$ cat src/rtl/spi_engine_execution_sdi_data_disassemble_pkg.sv
// rtl/spi_engine_execution_sdi_data_disassemble_pkg.sv - shared lane/command constants, FSM states and helpers
package spi_engine_execution_sdi_data_disassemble_pkg;

  localparam int         MAX_LANES                   = 8;
  localparam logic [2:0] CMD_WRITE_DEF               = 3'b010;
  localparam logic [1:0] REG_SPI_LANE_CONFIG_DEF     = 2'b11;
  localparam int         CMD_INSTR_MSB               = 14;
  localparam int         CMD_INSTR_LSB               = 12;
  localparam int         CMD_REG_MSB                 = 9;
  localparam int         CMD_REG_LSB                 = 8;
  localparam int         CMD_MASK_MSB                = 7;

  typedef enum logic {
    ST_IDLE  = 1'b0,
    ST_DRAIN = 1'b1
  } state_e;

  function automatic logic [3:0] popcount8(input logic [7:0] m);
    logic [3:0] c;
    c = '0;
    for (int k = 0; k < MAX_LANES; k++) c = c + {3'b000, m[k]};
    return c;
  endfunction

  // True when no mask bit above lane is set.
  function automatic logic is_last_lane(input logic [7:0] m, input logic [2:0] lane);
    return ((m >> lane) >> 1) == 8'h00;
  endfunction

endpackage

$ cat src/rtl/spi_engine_execution_sdi_data_disassemble_if.sv
// rtl/spi_engine_execution_sdi_data_disassemble_if.sv - capture input and sdi_data output stream bundle
interface spi_engine_execution_sdi_data_disassemble_if #(
  parameter int DATA_WIDTH = 8,
  parameter int NUM_OF_SDI = 1
);
  logic                             capture_valid;
  logic [NUM_OF_SDI*DATA_WIDTH-1:0] capture_data;
  logic                             capture_ready;
  logic [DATA_WIDTH-1:0]            sdi_data;
  logic                             sdi_data_valid;
  logic                             sdi_data_ready;
  logic                             sdi_last_lane;

  modport slave (
    input  capture_valid, capture_data, sdi_data_ready,
    output capture_ready, sdi_data, sdi_data_valid, sdi_last_lane
  );

  modport master (
    output capture_valid, capture_data, sdi_data_ready,
    input  capture_ready, sdi_data, sdi_data_valid, sdi_last_lane
  );
endinterface

$ cat src/rtl/spi_engine_lane_pick.sv
// rtl/spi_engine_lane_pick.sv - lowest set mask bit above cur_lane (or from 0 when first)
module spi_engine_lane_pick
  import spi_engine_execution_sdi_data_disassemble_pkg::*;
(
  input  logic [7:0] mask_i,
  input  logic [2:0] cur_lane_i,
  input  logic       first_i,
  output logic [2:0] lane_o,
  output logic       none_left_o
);

  // Scan downward so the lowest qualifying bit is the one that sticks.
  always_comb begin
    lane_o      = 3'd0;
    none_left_o = 1'b1;
    for (int k = MAX_LANES - 1; k >= 0; k--) begin
      if (mask_i[k] && (first_i || (k > int'(cur_lane_i)))) begin
        lane_o      = 3'(k);
        none_left_o = 1'b0;
      end
    end
  end

endmodule

$ cat src/rtl/spi_engine_execution_sdi_data_disassemble.sv
// rtl/spi_engine_execution_sdi_data_disassemble.sv - serialises a multi-lane SDI capture into per-lane words
module spi_engine_execution_sdi_data_disassemble
  import spi_engine_execution_sdi_data_disassemble_pkg::*;
#(
  parameter int         DATA_WIDTH           = 8,
  parameter int         NUM_OF_SDI           = 1,
  parameter logic [7:0] ALL_ACTIVE_LANE_MASK = 8'hFF,
  parameter logic [2:0] CMD_WRITE            = CMD_WRITE_DEF,
  parameter logic [1:0] REG_SPI_LANE_CONFIG  = REG_SPI_LANE_CONFIG_DEF
) (
  input  logic        clk,
  input  logic        resetn,
  input  logic        cmd_valid,
  input  logic [15:0] current_cmd,
  spi_engine_execution_sdi_data_disassemble_if.slave bus,
  output logic [7:0]  lane_mask,
  output logic [3:0]  num_active_lanes
);

  localparam logic [7:0] LANE_LIMIT = 8'((16'd1 << NUM_OF_SDI) - 16'd1);
  localparam logic [7:0] RESET_MASK = ALL_ACTIVE_LANE_MASK & LANE_LIMIT;
  localparam int         CAP_W      = NUM_OF_SDI * DATA_WIDTH;

  state_e                 state_q, state_d;
  logic [CAP_W-1:0]       data_q, data_d;
  logic [7:0]             snap_mask_q, snap_mask_d;
  logic [2:0]             cur_lane_q, cur_lane_d;
  logic [DATA_WIDTH-1:0]  sdi_data_q, sdi_data_d;
  logic                   valid_q, valid_d;
  logic                   last_q, last_d;
  logic [7:0]             lane_mask_q, lane_mask_d;
  logic [3:0]             num_q, num_d;

  logic       cfg_hit, beat_fire, cap_fire, load;
  logic [7:0] cfg_masked;
  logic [2:0] first_lane, next_lane;
  logic       first_none, next_none;
  logic       unused_cmd_bits;

  assign unused_cmd_bits = ^{current_cmd[15], current_cmd[11:10]};

  function automatic logic [DATA_WIDTH-1:0] lane_word(input logic [CAP_W-1:0] d, input logic [2:0] lane);
    lane_word = '0;
    for (int k = 0; k < NUM_OF_SDI; k++)
      if (lane == 3'(k)) lane_word = d[k*DATA_WIDTH +: DATA_WIDTH];
  endfunction

  spi_engine_lane_pick u_pick_first (
    .mask_i      (lane_mask_q),
    .cur_lane_i  (3'd0),
    .first_i     (1'b1),
    .lane_o      (first_lane),
    .none_left_o (first_none)
  );

  spi_engine_lane_pick u_pick_next (
    .mask_i      (snap_mask_q),
    .cur_lane_i  (cur_lane_q),
    .first_i     (1'b0),
    .lane_o      (next_lane),
    .none_left_o (next_none)
  );

  assign beat_fire         = valid_q && bus.sdi_data_ready;
  assign bus.capture_ready = (state_q == ST_IDLE) || (beat_fire && last_q);
  assign cap_fire          = bus.capture_valid && bus.capture_ready;

  assign cfg_hit    = cmd_valid
                   && (current_cmd[CMD_INSTR_MSB:CMD_INSTR_LSB] == CMD_WRITE)
                   && (current_cmd[CMD_REG_MSB:CMD_REG_LSB] == REG_SPI_LANE_CONFIG);
  assign cfg_masked = current_cmd[CMD_MASK_MSB:0] & LANE_LIMIT;

  always_comb begin
    lane_mask_d = lane_mask_q;
    num_d       = num_q;
    if (cfg_hit) begin
      lane_mask_d = (cfg_masked == 8'h00) ? 8'h01 : cfg_masked;
      num_d       = popcount8(lane_mask_d);
    end
  end

  always_comb begin
    state_d     = state_q;
    data_d      = data_q;
    snap_mask_d = snap_mask_q;
    cur_lane_d  = cur_lane_q;
    sdi_data_d  = sdi_data_q;
    valid_d     = valid_q;
    last_d      = last_q;
    load        = 1'b0;

    case (state_q)
      ST_IDLE: begin
        if (cap_fire) load = 1'b1;
      end
      ST_DRAIN: begin
        if (beat_fire) begin
          if (last_q || next_none) begin
            if (cap_fire) begin
              load = 1'b1;
            end else begin
              state_d = ST_IDLE;
              valid_d = 1'b0;
              last_d  = 1'b0;
            end
          end else begin
            cur_lane_d = next_lane;
            sdi_data_d = lane_word(data_q, next_lane);
            last_d     = is_last_lane(snap_mask_q, next_lane);
          end
        end
      end
      default: state_d = ST_IDLE;
    endcase

    // The mask in force before any same-cycle config write is the one snapshotted.
    if (load) begin
      state_d     = ST_DRAIN;
      data_d      = bus.capture_data;
      snap_mask_d = lane_mask_q;
      cur_lane_d  = first_lane;
      sdi_data_d  = lane_word(bus.capture_data, first_lane);
      valid_d     = !first_none;
      last_d      = is_last_lane(lane_mask_q, first_lane);
    end
  end

  always_ff @(posedge clk) begin
    if (!resetn) begin
      state_q     <= ST_IDLE;
      data_q      <= '0;
      snap_mask_q <= '0;
      cur_lane_q  <= '0;
      sdi_data_q  <= '0;
      valid_q     <= 1'b0;
      last_q      <= 1'b0;
      lane_mask_q <= RESET_MASK;
      num_q       <= popcount8(RESET_MASK);
    end else begin
      state_q     <= state_d;
      data_q      <= data_d;
      snap_mask_q <= snap_mask_d;
      cur_lane_q  <= cur_lane_d;
      sdi_data_q  <= sdi_data_d;
      valid_q     <= valid_d;
      last_q      <= last_d;
      lane_mask_q <= lane_mask_d;
      num_q       <= num_d;
    end
  end

  assign bus.sdi_data       = sdi_data_q;
  assign bus.sdi_data_valid = valid_q;
  assign bus.sdi_last_lane  = last_q;
  assign lane_mask          = lane_mask_q;
  assign num_active_lanes   = num_q;

endmodule

$ cat src/flat_wrapper.sv
// flat-port wrapper written by rule: the top's interface ports become plain ports
module spi_engine_execution_sdi_data_disassemble_flat import spi_engine_execution_sdi_data_disassemble_pkg::*;
#(
  parameter int         DATA_WIDTH           = 8,
  parameter int         NUM_OF_SDI           = 1,
  parameter logic [7:0] ALL_ACTIVE_LANE_MASK = 8'hFF,
  parameter logic [2:0] CMD_WRITE            = CMD_WRITE_DEF,
  parameter logic [1:0] REG_SPI_LANE_CONFIG  = REG_SPI_LANE_CONFIG_DEF
)
  (clk, resetn, cmd_valid, current_cmd, lane_mask, num_active_lanes, bus_capture_valid, bus_capture_data, bus_sdi_data_ready, bus_capture_ready, bus_sdi_data, bus_sdi_data_valid, bus_sdi_last_lane);
  spi_engine_execution_sdi_data_disassemble_if #(.DATA_WIDTH(DATA_WIDTH), .NUM_OF_SDI(NUM_OF_SDI)) bus_i ();
  input  logic clk;
  input  logic resetn;
  input  logic cmd_valid;
  input  logic [15:0] current_cmd;
  output logic [7:0] lane_mask;
  output logic [3:0] num_active_lanes;
  input wire logic [$bits(bus_i.capture_valid)-1:0] bus_capture_valid;
  input wire logic [$bits(bus_i.capture_data)-1:0] bus_capture_data;
  input wire logic [$bits(bus_i.sdi_data_ready)-1:0] bus_sdi_data_ready;
  output wire logic [$bits(bus_i.capture_ready)-1:0] bus_capture_ready;
  output wire logic [$bits(bus_i.sdi_data)-1:0] bus_sdi_data;
  output wire logic [$bits(bus_i.sdi_data_valid)-1:0] bus_sdi_data_valid;
  output wire logic [$bits(bus_i.sdi_last_lane)-1:0] bus_sdi_last_lane;
  assign bus_i.capture_valid = bus_capture_valid;
  assign bus_i.capture_data = bus_capture_data;
  assign bus_i.sdi_data_ready = bus_sdi_data_ready;
  assign bus_capture_ready = bus_i.capture_ready;
  assign bus_sdi_data = bus_i.sdi_data;
  assign bus_sdi_data_valid = bus_i.sdi_data_valid;
  assign bus_sdi_last_lane = bus_i.sdi_last_lane;
  spi_engine_execution_sdi_data_disassemble #(.DATA_WIDTH(DATA_WIDTH), .NUM_OF_SDI(NUM_OF_SDI), .ALL_ACTIVE_LANE_MASK(ALL_ACTIVE_LANE_MASK), .CMD_WRITE(CMD_WRITE), .REG_SPI_LANE_CONFIG(REG_SPI_LANE_CONFIG)) u_core (.clk(clk), .resetn(resetn), .cmd_valid(cmd_valid), .current_cmd(current_cmd), .bus(bus_i), .lane_mask(lane_mask), .num_active_lanes(num_active_lanes));
endmodule
$ cat config.mk
export PLATFORM = sky130hd
export DESIGN_NAME = spi_engine_execution_sdi_data_disassemble_flat
export DESIGN_NICKNAME = d
export VERILOG_FILES = /design/src/rtl/spi_engine_execution_sdi_data_disassemble_pkg.sv /design/src/rtl/spi_engine_execution_sdi_data_disassemble_if.sv /design/src/rtl/spi_engine_lane_pick.sv /design/src/rtl/spi_engine_execution_sdi_data_disassemble.sv /design/src/flat_wrapper.sv
export SDC_FILE = /design/constraint.sdc
export NUM_CORES = 1
export LEC_CHECK = 0
export CAP_MARGIN = 5
export CORE_ASPECT_RATIO = 0.8
export CORE_MARGIN = 2
export CORE_UTILIZATION = 30
export CTS_CLUSTER_SIZE = 20
export DETAILED_ROUTE_END_ITERATION = 8
export PLACE_DENSITY = 0.84
export SYNTH_ARGS = -nofsm -noshare
export SYNTH_HDL_FRONTEND = slang
export SYNTH_SLANG_ARGS = --single-unit
$ cat constraint.sdc
create_clock -name clk -period 2.4 [get_ports clk]
set_input_delay 0.24 -clock clk [delete_from_list [all_inputs] [get_ports clk]]
set_output_delay 0.24 -clock clk [all_outputs]
set_load 0.005 [all_outputs]
# Yosys cells after proc, flatten, opt, wreduce, memory -nomap -nowiden
# Index checks and enable logic that the tools add are counted.
# word_totals
wordCells	115
output_inout_bits	23
ff_bits	42
in_bits	29
# op_classes
eq_ne	5
magnitude_cmp	7
addsub	7
n_bitwise	1
shifts	2
n_reduce_logical	26
n_mux	58
# ops
cell	n
2-to-1 mux 3 bit	19
2-to-1 mux 8 bit	6
2-to-1 mux 1 bit	32
adder 4 x 1 -> 4 bit, second input constant	6
zero test 8 bit	3
>> shifter 8 x 3 -> 8 bit	2
greater-than comparator 3 bit, first input constant	4
logical AND 1 bit	12
greater-than comparator 2 x 3 -> 1 bit, first input constant	2
zero test 3 bit	2
AND reduction 3 bit	2
nonzero test 2 bit	3
AND reduction 4 bit	1
equality test 3 x 2 -> 1 bit, second input constant	1
greater-than comparator 1 x 3 -> 1 bit, first input constant	1
inequality test 3 bit, second input constant	1
adder 1 x 1 -> 2 bit, second input constant	1
equality test 2 bit, second input constant	1
logical OR 1 bit	2
inequality test 2 x 1 -> 1 bit, second input constant	1
inequality test 2 bit, second input constant	1
case mux 1 bit (2 select lines)	1
zero test 1 bit	1
inverter 1 bit	1

# Depth between registers and ports, before layout
# Gate-level depths: netlist (run 1).
# depth
depth_word	15
mapped_depth	4

# Hierarchy
# From an unflattened synthesis (run 1), not the netlist that was laid out.
# unflattened
hier_cells	212
area_unflattened_um2	1639.1
# modules_own_cells
module	instances	cells_per_inst	area_each_um2	seq_area_each_um2
spi_engine_execution_sdi_data_disassemble	1	134	1098.6	460.4
spi_engine_lane_pick	2	39	270.3	0.0

# Least setup slack after synthesis (run 1)
# OpenSTA, ideal clock, no wires.
# synth_path
path_kind	register to register
startpoint	register u_core.state_q
endpoint	register u_core.sdi_data_q[0] (netlist: u_core.bus.sdi_data[0])
n_path_buf	1
t_arrival_ns	0.899
period_less_slack_ns	0.971
required_ns	2.328
setup_ns	0.072
setup_slack_ns	1.429
stages_incl_launch_ff	5
cell_sequence	dfxtp_1 -> a21boi_2 -> nor2b_1 -> buf_6 -> mux2i_1
# synth_between
elab_chain_len	9
# synth_lines
item	line	rtl
start: declaration	spi_engine_execution_sdi_data_disassemble.sv:24	state_e state_q, state_d;
start signal: assignment	spi_engine_execution_sdi_data_disassemble.sv:140	state_q <= state_d;
inverter 1 bit	spi_engine_execution_sdi_data_disassemble.sv:65, spi_engine_execution_sdi_data_disassemble.sv:92	
logical OR 1 bit	spi_engine_execution_sdi_data_disassemble.sv:65	assign bus.capture_ready = (state_q == ST_IDLE) || (beat_fire && last_q);
logical AND 1 bit	spi_engine_execution_sdi_data_disassemble.sv:66	assign cap_fire = bus.capture_valid && bus.capture_ready;
2-to-1 mux 1 bit	spi_engine_execution_sdi_data_disassemble.sv:94, spi_engine_execution_sdi_data_disassemble.sv:99	
2-to-1 mux 1 bit	spi_engine_execution_sdi_data_disassemble.sv:98	if (last_q || next_none) begin
2-to-1 mux 1 bit	spi_engine_execution_sdi_data_disassemble.sv:97	if (beat_fire) begin
case mux 1 bit (2 select lines)	spi_engine_execution_sdi_data_disassemble.sv:92	case (state_q)
inequality test 2 x 1 -> 1 bit (no source line) / nonzero test 2 bit (equally long branches)	n/a	
AND reduction 3 bit (no source line)	n/a	
end signal: assignment	spi_engine_execution_sdi_data_disassemble.sv:144	sdi_data_q <= sdi_data_d;
end: declaration	spi_engine_execution_sdi_data_disassemble.sv:28	logic [DATA_WIDTH-1:0] sdi_data_q, sdi_data_d;
# Parallel ways exist; a longest one is shown, timed or not.
# A chain may end at the register's enable or synchronous reset.

# Worst setup path after layout (run 1)
# layout_path
startpoint	input bus_sdi_data_ready
endpoint	output bus_capture_ready
# layout_between
elab_chain_len	3
# layout_lines
item	line	rtl
start: declaration	flat_wrapper.sv:20	input wire logic [$bits(bus_i.sdi_data_ready)-1:0] bus_sdi_data_ready;
logical AND 1 bit	spi_engine_execution_sdi_data_disassemble.sv:64	assign beat_fire = valid_q && bus.sdi_data_ready;
logical AND 1 bit	spi_engine_execution_sdi_data_disassemble.sv:65	
logical OR 1 bit	spi_engine_execution_sdi_data_disassemble.sv:65	
end: declaration	flat_wrapper.sv:21	output wire logic [$bits(bus_i.capture_ready)-1:0] bus_capture_ready;
# Every way passes these cells.

==> run_results.csv, run 1 <==
group,metric,value,unit
timing,hold_viol_final,0,
route,finalWirelength,855,um
grt,overflow,0,
synth,synth_largest_area_cell,"dfxtp_1",
floorplan,die_w,50.5,um
pwr,p_comb_frac,0.194,
timing,fin_skew,1.76,ps
worst_setup_path,arrival,1370,ps
cts,cts_tree,"built",
floorplan,start_util,0.319,
floorplan,fp.dieH,41.2,um
cts,cts-root-buf,"clkbuf_4",
worst_setup_path,cp_max_fo,3,
outcome,status,"completed",
pwr,switching_share,0.228,
worst_setup_path,cp.required,2160,ps
place,gp_congestion,0.502,
worst_hold_path,whs_path_depth,2,
grt,grt_pass1_wl,1.22,mm
synth,synth_edf_count,0,
place,numPortBuffers,22,
cts,post_cts_resized,0,
route,dr.pass1.iters,4,
synth,yosysMostFrequentCell,"nand2_1",
layout,final_nets,112,
run,max-cap-violations,0,
route,drt_iter0_drc,6,
worst_setup_path,cp-end-kind,"primary output",
pwr,p_per_area,569,nW/um^2
floorplan,ios,52,
floorplan,fp.coreArea,1630,um^2
timing,fin_crit,1610,ps
timing,period_share,0.670,
timing,max_slew_margin,0.616,
timing,grt_setup_unrepaired,"false",
cts,cts.sinks,10,
pwr,irDropWorstVdd,374,uV
synth,ys_warn_count,0,
synth,ys_top_cells_by_count,"nand2_1 (17), buf_4 (13), dfxtp_1 (10), mux2i_1 (8)",
grt,grt_use_total,0.0859,
timing,final.setup.tns,0,ps
synth,ys_ff_latch,10,
pwr,intPower,0.320,mW
timing,fmax,0.622,GHz
timing,finalMaxSlewViolations,0,
layout,antenna_cells,0,
synth,synth_top_area_share,0.386,
pwr,clkPwrFrac,0.362,
cts,clock_latency,260,ps
pwr,pwr-share-seq,0.444,
synth,netlist_instances,61,
worst_setup_path,rr_endpoint,"u_core.bus.sdi_data[7]",
route,remaining_drc_errors,0,
place,dpl-instance-area,693,um^2
worst_hold_path,hold_class,"register to register",
floorplan,dieArea,2080,um^2
layout,fin_area,729,um^2
synth,ys_types,14,
synth,syn_area,519,um^2
grt,grt_max_degree,19,
grt,grt_pass1_vias,274,
cts,clk_pin_slew,70,ps
timing,tightest_slew,575,ps
place,place_hpwl,644,um
cts,post_cts_buffers,0,
cts,hold_buffers,0,
synth,syn_avg_cell_area,8.51,um^2
grt,antenna_found_initial,0,
synth,synthArstFlopShare,0,
pwr,p_switching,0.0948,mW
worst_setup_path,reg2regPathDepth,4,
worst_setup_path,start_kind,"input pin",
route,routedWlPerCell,8.22,um
synth,synth_flop_cell,"dfxtp_1",
worst_setup_path,worst-setup-path-type,"input pin to primary output",
timing,setup_viol,0,
layout,area_growth,40.5,%
route,drtAntennaViolNets,0,
worst_hold_path,min_to,"u_core.bus.sdi_data[1]",
worst_setup_path,r2r-start,"u_core.state_q",
route,avgViaCountPerCell,3.90,
worst_hold_path,holdCritStartpoint,"u_core.bus.sdi_data[1]",
layout,drive_above_1_share,0.0732,
pwr,leakage,0.317,nW
synth,ys_seq_area_frac,0.386,
floorplan,std_cell_rows,13,
synth,synth_area_leaders,"dfxtp_1 (39%), buf_4 (19%), mux2i_1 (15%)",
cts,cts_buffers,3,
worst_setup_path,ff2ff_setup_slack,1320,ps
cts,clk_path_buf_depth,2,
cts,htreeDepth,1,
route,vias,406,
-- critical path, stage by stage --
cell and delay (ps):
clkdlybuf4s50_1 450, a21boi_2 200, inv_1 50, clkdlybuf4s50_1 430
-- state kept, by name (all words and copies together) (netlist names) --
signal	flops
u_core.bus.sdi_last_lane	1
u_core.bus.sdi_data	8
u_core.state_q	1
-- cells by family after synthesis --
family / after synthesis / share of synthesized area
flops: 10 / 0.386
buf+inv: 18 / 0.243
mux: 8 / 0.154
compound gates: 3 / 0.0458
other cells: 2 / 0.0145
simple gates: 20 / 0.157
-- cells in the final DEF, fill, tap and decap left out, drive strengths merged --
cell / n
a21oi: 1
inv: 2
dfxtp: 10
mux2i: 8
buf: 1
conb: 12
clkbuf: 4
o21a: 1
nand3b: 1
nor2b: 1
clkdlybuf4s50: 22
a21boi: 1
nand2: 17
nor2: 1
-- worst max-delay path by stage --
stage,startpoint,end,cells after the start
after floorplan,u_core.state_q,u_core.bus.sdi_data[0],4
after global placement,bus_sdi_data_ready,bus_capture_ready,4
after detailed placement,bus_sdi_data_ready,bus_capture_ready,4
after CTS,bus_sdi_data_ready,bus_capture_ready,4
after global routing,bus_sdi_data_ready,bus_capture_ready,4
final,bus_sdi_data_ready,bus_capture_ready,4
-- routing by layer --
layer,vias to the layer above,global-route usage,share of wire
met3,0,0.0693,0.11
met1,178,0.0911,0.45
li1,207,-,-
met5,-,0,0
met2,21,0.145,0.44
met4,0,0,0
-- power groups by stage --
stage / Combinational (mW) / Sequential [mW] / Clock, mW
finish: 0.0805 / 0.184 / 0.150
global route: 0.0888 / 0.186 / 0.172
CTS: 0.0811 / 0.184 / 0.160
detailed placement: 0.0808 / 0.188 / 0
global placement: 0.0798 / 0.187 / 0
floorplan: 0.0503 / 0.189 / 0
-- stage by stage --
| step | cells | power (mW) | hold WS (ps) | setup slack, ps | utilization |
|---|---|---|---|---|---|
| after global placement | 100 | 0.267 | 442 | 813 | 0.426 |
| after detailed placement | 100 | 0.269 | 449 | 792 | 0.426 |
| final | 104 | 0.415 | 455 | 792 | 0.448 |
| after CTS | 104 | 0.426 | 461 | 790 | 0.448 |
| after global routing | 104 | 0.446 | 476 | 747 | 0.448 |
| after floorplan | 71 | 0.239 | 364 | 1430 | - |
-- area by class of cell --
type                            instances  area (um^2)
Sequential cell                        10          200
Inverter                                2         7.51
Tap cell                               22         27.5
Timing Repair Buffer                   23          228
Clock buffer                            4         36.3
Fill cell                             176          897
Multi-Input combinational cell         43          230
No activity file was read; power rests on OpenSTA's default activity.
==> run 2, diff against run 1 <==
--- a/config.mk
+++ b/config.mk
@@ -8,10 +8,10 @@
 export CAP_MARGIN = 5
 export CORE_ASPECT_RATIO = 0.8
 export CORE_MARGIN = 2
-export CORE_UTILIZATION = 30
+export CORE_UTILIZATION = 25
 export CTS_CLUSTER_SIZE = 20
 export DETAILED_ROUTE_END_ITERATION = 8
-export PLACE_DENSITY = 0.84
+export PLACE_DENSITY = 0.75
 export SYNTH_ARGS = -nofsm -noshare
 export SYNTH_HDL_FRONTEND = slang
 export SYNTH_SLANG_ARGS = --single-unit
==> constraint.sdc (replaced) <==
create_clock -name clk -period 1.45 [get_ports clk]
set_input_delay 0.145 -clock clk [delete_from_list [all_inputs] [get_ports clk]]
set_output_delay 0.145 -clock clk [all_outputs]
set_load 0.005 [all_outputs]
==> run 2 against run 1 <==
Against the previous run: cell count up 3.8%; critical path depth down 3; clock power is 21% higher; setup slack got worse by 620 ps; highest routed layer unchanged; critical path type is now register to primary output; largest power group unchanged; critical endpoint is now bus_sdi_data_valid; clock skew rose by 0.94 ps; clock-buffer cell count down 1.
==> run_results.csv, run 2 (synthesis results as in run 1) <==
group,metric,value,unit
floorplan,start_util,0.269,
layout,mostFrequentLayoutCell,"clkdlybuf4s50_1",
layout,final.fill_count,204,
timing,period_share,0.879,
worst_setup_path,cp_num_buf_inv,1,
pwr,p_comb_frac,0.228,
route,dr.pass1.iters,2,
cts,cts_buffers,3,
pwr,irDropWorstVdd,387,uV
cts,post_cts_resized,1,
pwr,totalPowerFinal,0.633,mW
route,remaining_drc_errors,0,
worst_setup_path,cp_slowest_stage_delay,510,ps
floorplan,dieArea,2460,um^2
grt,grt_pass1_vias,362,
route,avgViaCountPerCell,3.88,
floorplan,ios,52,
worst_setup_path,worst-setup-path-type,"register to primary output",
cts,clk_pin_slew,60,ps
worst_setup_path,cp-end-kind,"primary output",
run,max-cap-violations,0,
floorplan,std_cell_rows,14,
timing,finalMaxSlewViolations,0,
layout,area_growth,45.5,%
place,numPortBuffers,22,
worst_setup_path,cp.required,1310,ps
grt,grt_use_total,0.0891,
place,place_inst,105,
route,drt_iter0_drc,6,
pwr,intPower,0.482,mW
route,vias,419,
grt,grt_max_degree,13,
layout,multi_input_area,238,um^2
timing,fmax,0.784,GHz
floorplan,fp.dieH,44.8,um
pwr,p_per_area,838,nW/um^2
route,drtAntennaViolNets,0,
timing,layout_setup_ws,175,ps
worst_setup_path,crit_chain,"clkdlybuf4s50_1",
worst_setup_path,crit_family,"buffers and inverters",
timing,fin_crit,1280,ps
grt,overflow,0,
place,gp_congestion,0.568,
pwr,clkPwrFrac,0.288,
outcome,status,"completed",
pwr,switching_share,0.240,
place,dp_slack,22.1,ps
cts,hold_buffers,0,
layout,drive_above_1_share,0.119,
worst_setup_path,cpMaxStageDelayCell,"clkdlybuf4s50_1",
worst_setup_path,start_kind,"register",
floorplan,fp.coreArea,1930,um^2
timing,holdWs,296,ps
pwr,leakage,0.342,nW
route,finalWirelength,999,um
worst_setup_path,cp_max_fo,4,
worst_setup_path,arrival,1130,ps
cts,cts.sinks,10,
pwr,p_switching,0.152,mW
grt,antenna_found_initial,0,
timing,setup_viol,0,
cts,htreeDepth,1,
floorplan,die_w,55.0,um
timing,final.setup.tns,0,ps
route,routedWlPerCell,9.25,um
layout,largest_register_ffs,8,
cts,post_cts_buffers,0,
pwr,pwr-share-seq,0.485,
timing,fin_skew,2.70,ps
cts,cts_tree,"built",
layout,final_nets,115,
cts,cts-root-buf,"clkbuf_4",
layout,antenna_cells,0,
layout,fin_cells,108,
cts,clock_latency,260,ps
place,place_hpwl,781,um
timing,grt_setup_unrepaired,"false",
layout,regArea,203,um^2
cts,clk_path_buf_depth,2,
grt,grt_pass1_wl,1.52,mm
timing,hold_viol_final,0,
worst_hold_path,hold_class,"input pin to register",
layout,mostFrequentLayoutCells,"clkdlybuf4s50_1 (20), nand2_1 (17), conb_1 (12)",
-- run 2: area by class of cell --
| type | count | share of cell area |
|---|---|---|
| Inverter | 2 | 0.00993 |
| Clock buffer | 3 | 0.0298 |
| Sequential cell | 10 | 0.268 |
| Timing Repair Buffer | 26 | 0.338 |
| Multi-Input combinational cell | 43 | 0.315 |
| Tap cell | 24 | 0.0397 |
-- run 2: path summary, 6_finish.rpt --
path                       startpoint                        to  slack, ps  cells past startpoint
max          u_core.bus.sdi_last_lane        bus_sdi_data_valid        170                      1
min                bus_sdi_data_ready  u_core.bus.sdi_last_lane        300                      4
max reg2reg            u_core.state_q    u_core.bus.sdi_data[1]        380                      4
min reg2reg    u_core.bus.sdi_data[4]    u_core.bus.sdi_data[4]        460                      2
-- run 2: power groups by stage --
stage	Clock (mW)	Combinational [mW]	Sequential, mW
5_1_grt	0.211	0.160	0.309
2_1_floorplan	0	0.0833	0.312
3_3_place_gp	0	0.140	0.310
6_report	0.182	0.144	0.307
3_5_place_dp	0	0.143	0.311
4_1_cts	0.194	0.147	0.306
-- run 2: routing by layer --
layer  GRT usage  vias up  wire length [um]  part of all wire
li1            -      211                 -                 -
met1       0.102      185               417              0.42
met2       0.136       23               452              0.45
met3      0.0662        0               129              0.13
met4      0.0146        0                 0                 0
met5           0        -                 0                 0
-- run 2: metrics by stage --
stage | utilization | cell area (um^2)
2_1_floorplan | - | 557
4_1_cts | 0.388 | 748
6_report | 0.392 | 756
3_5_place_dp | 0.373 | 718
3_3_place_gp | 0.373 | 718
5_1_grt | 0.392 | 756
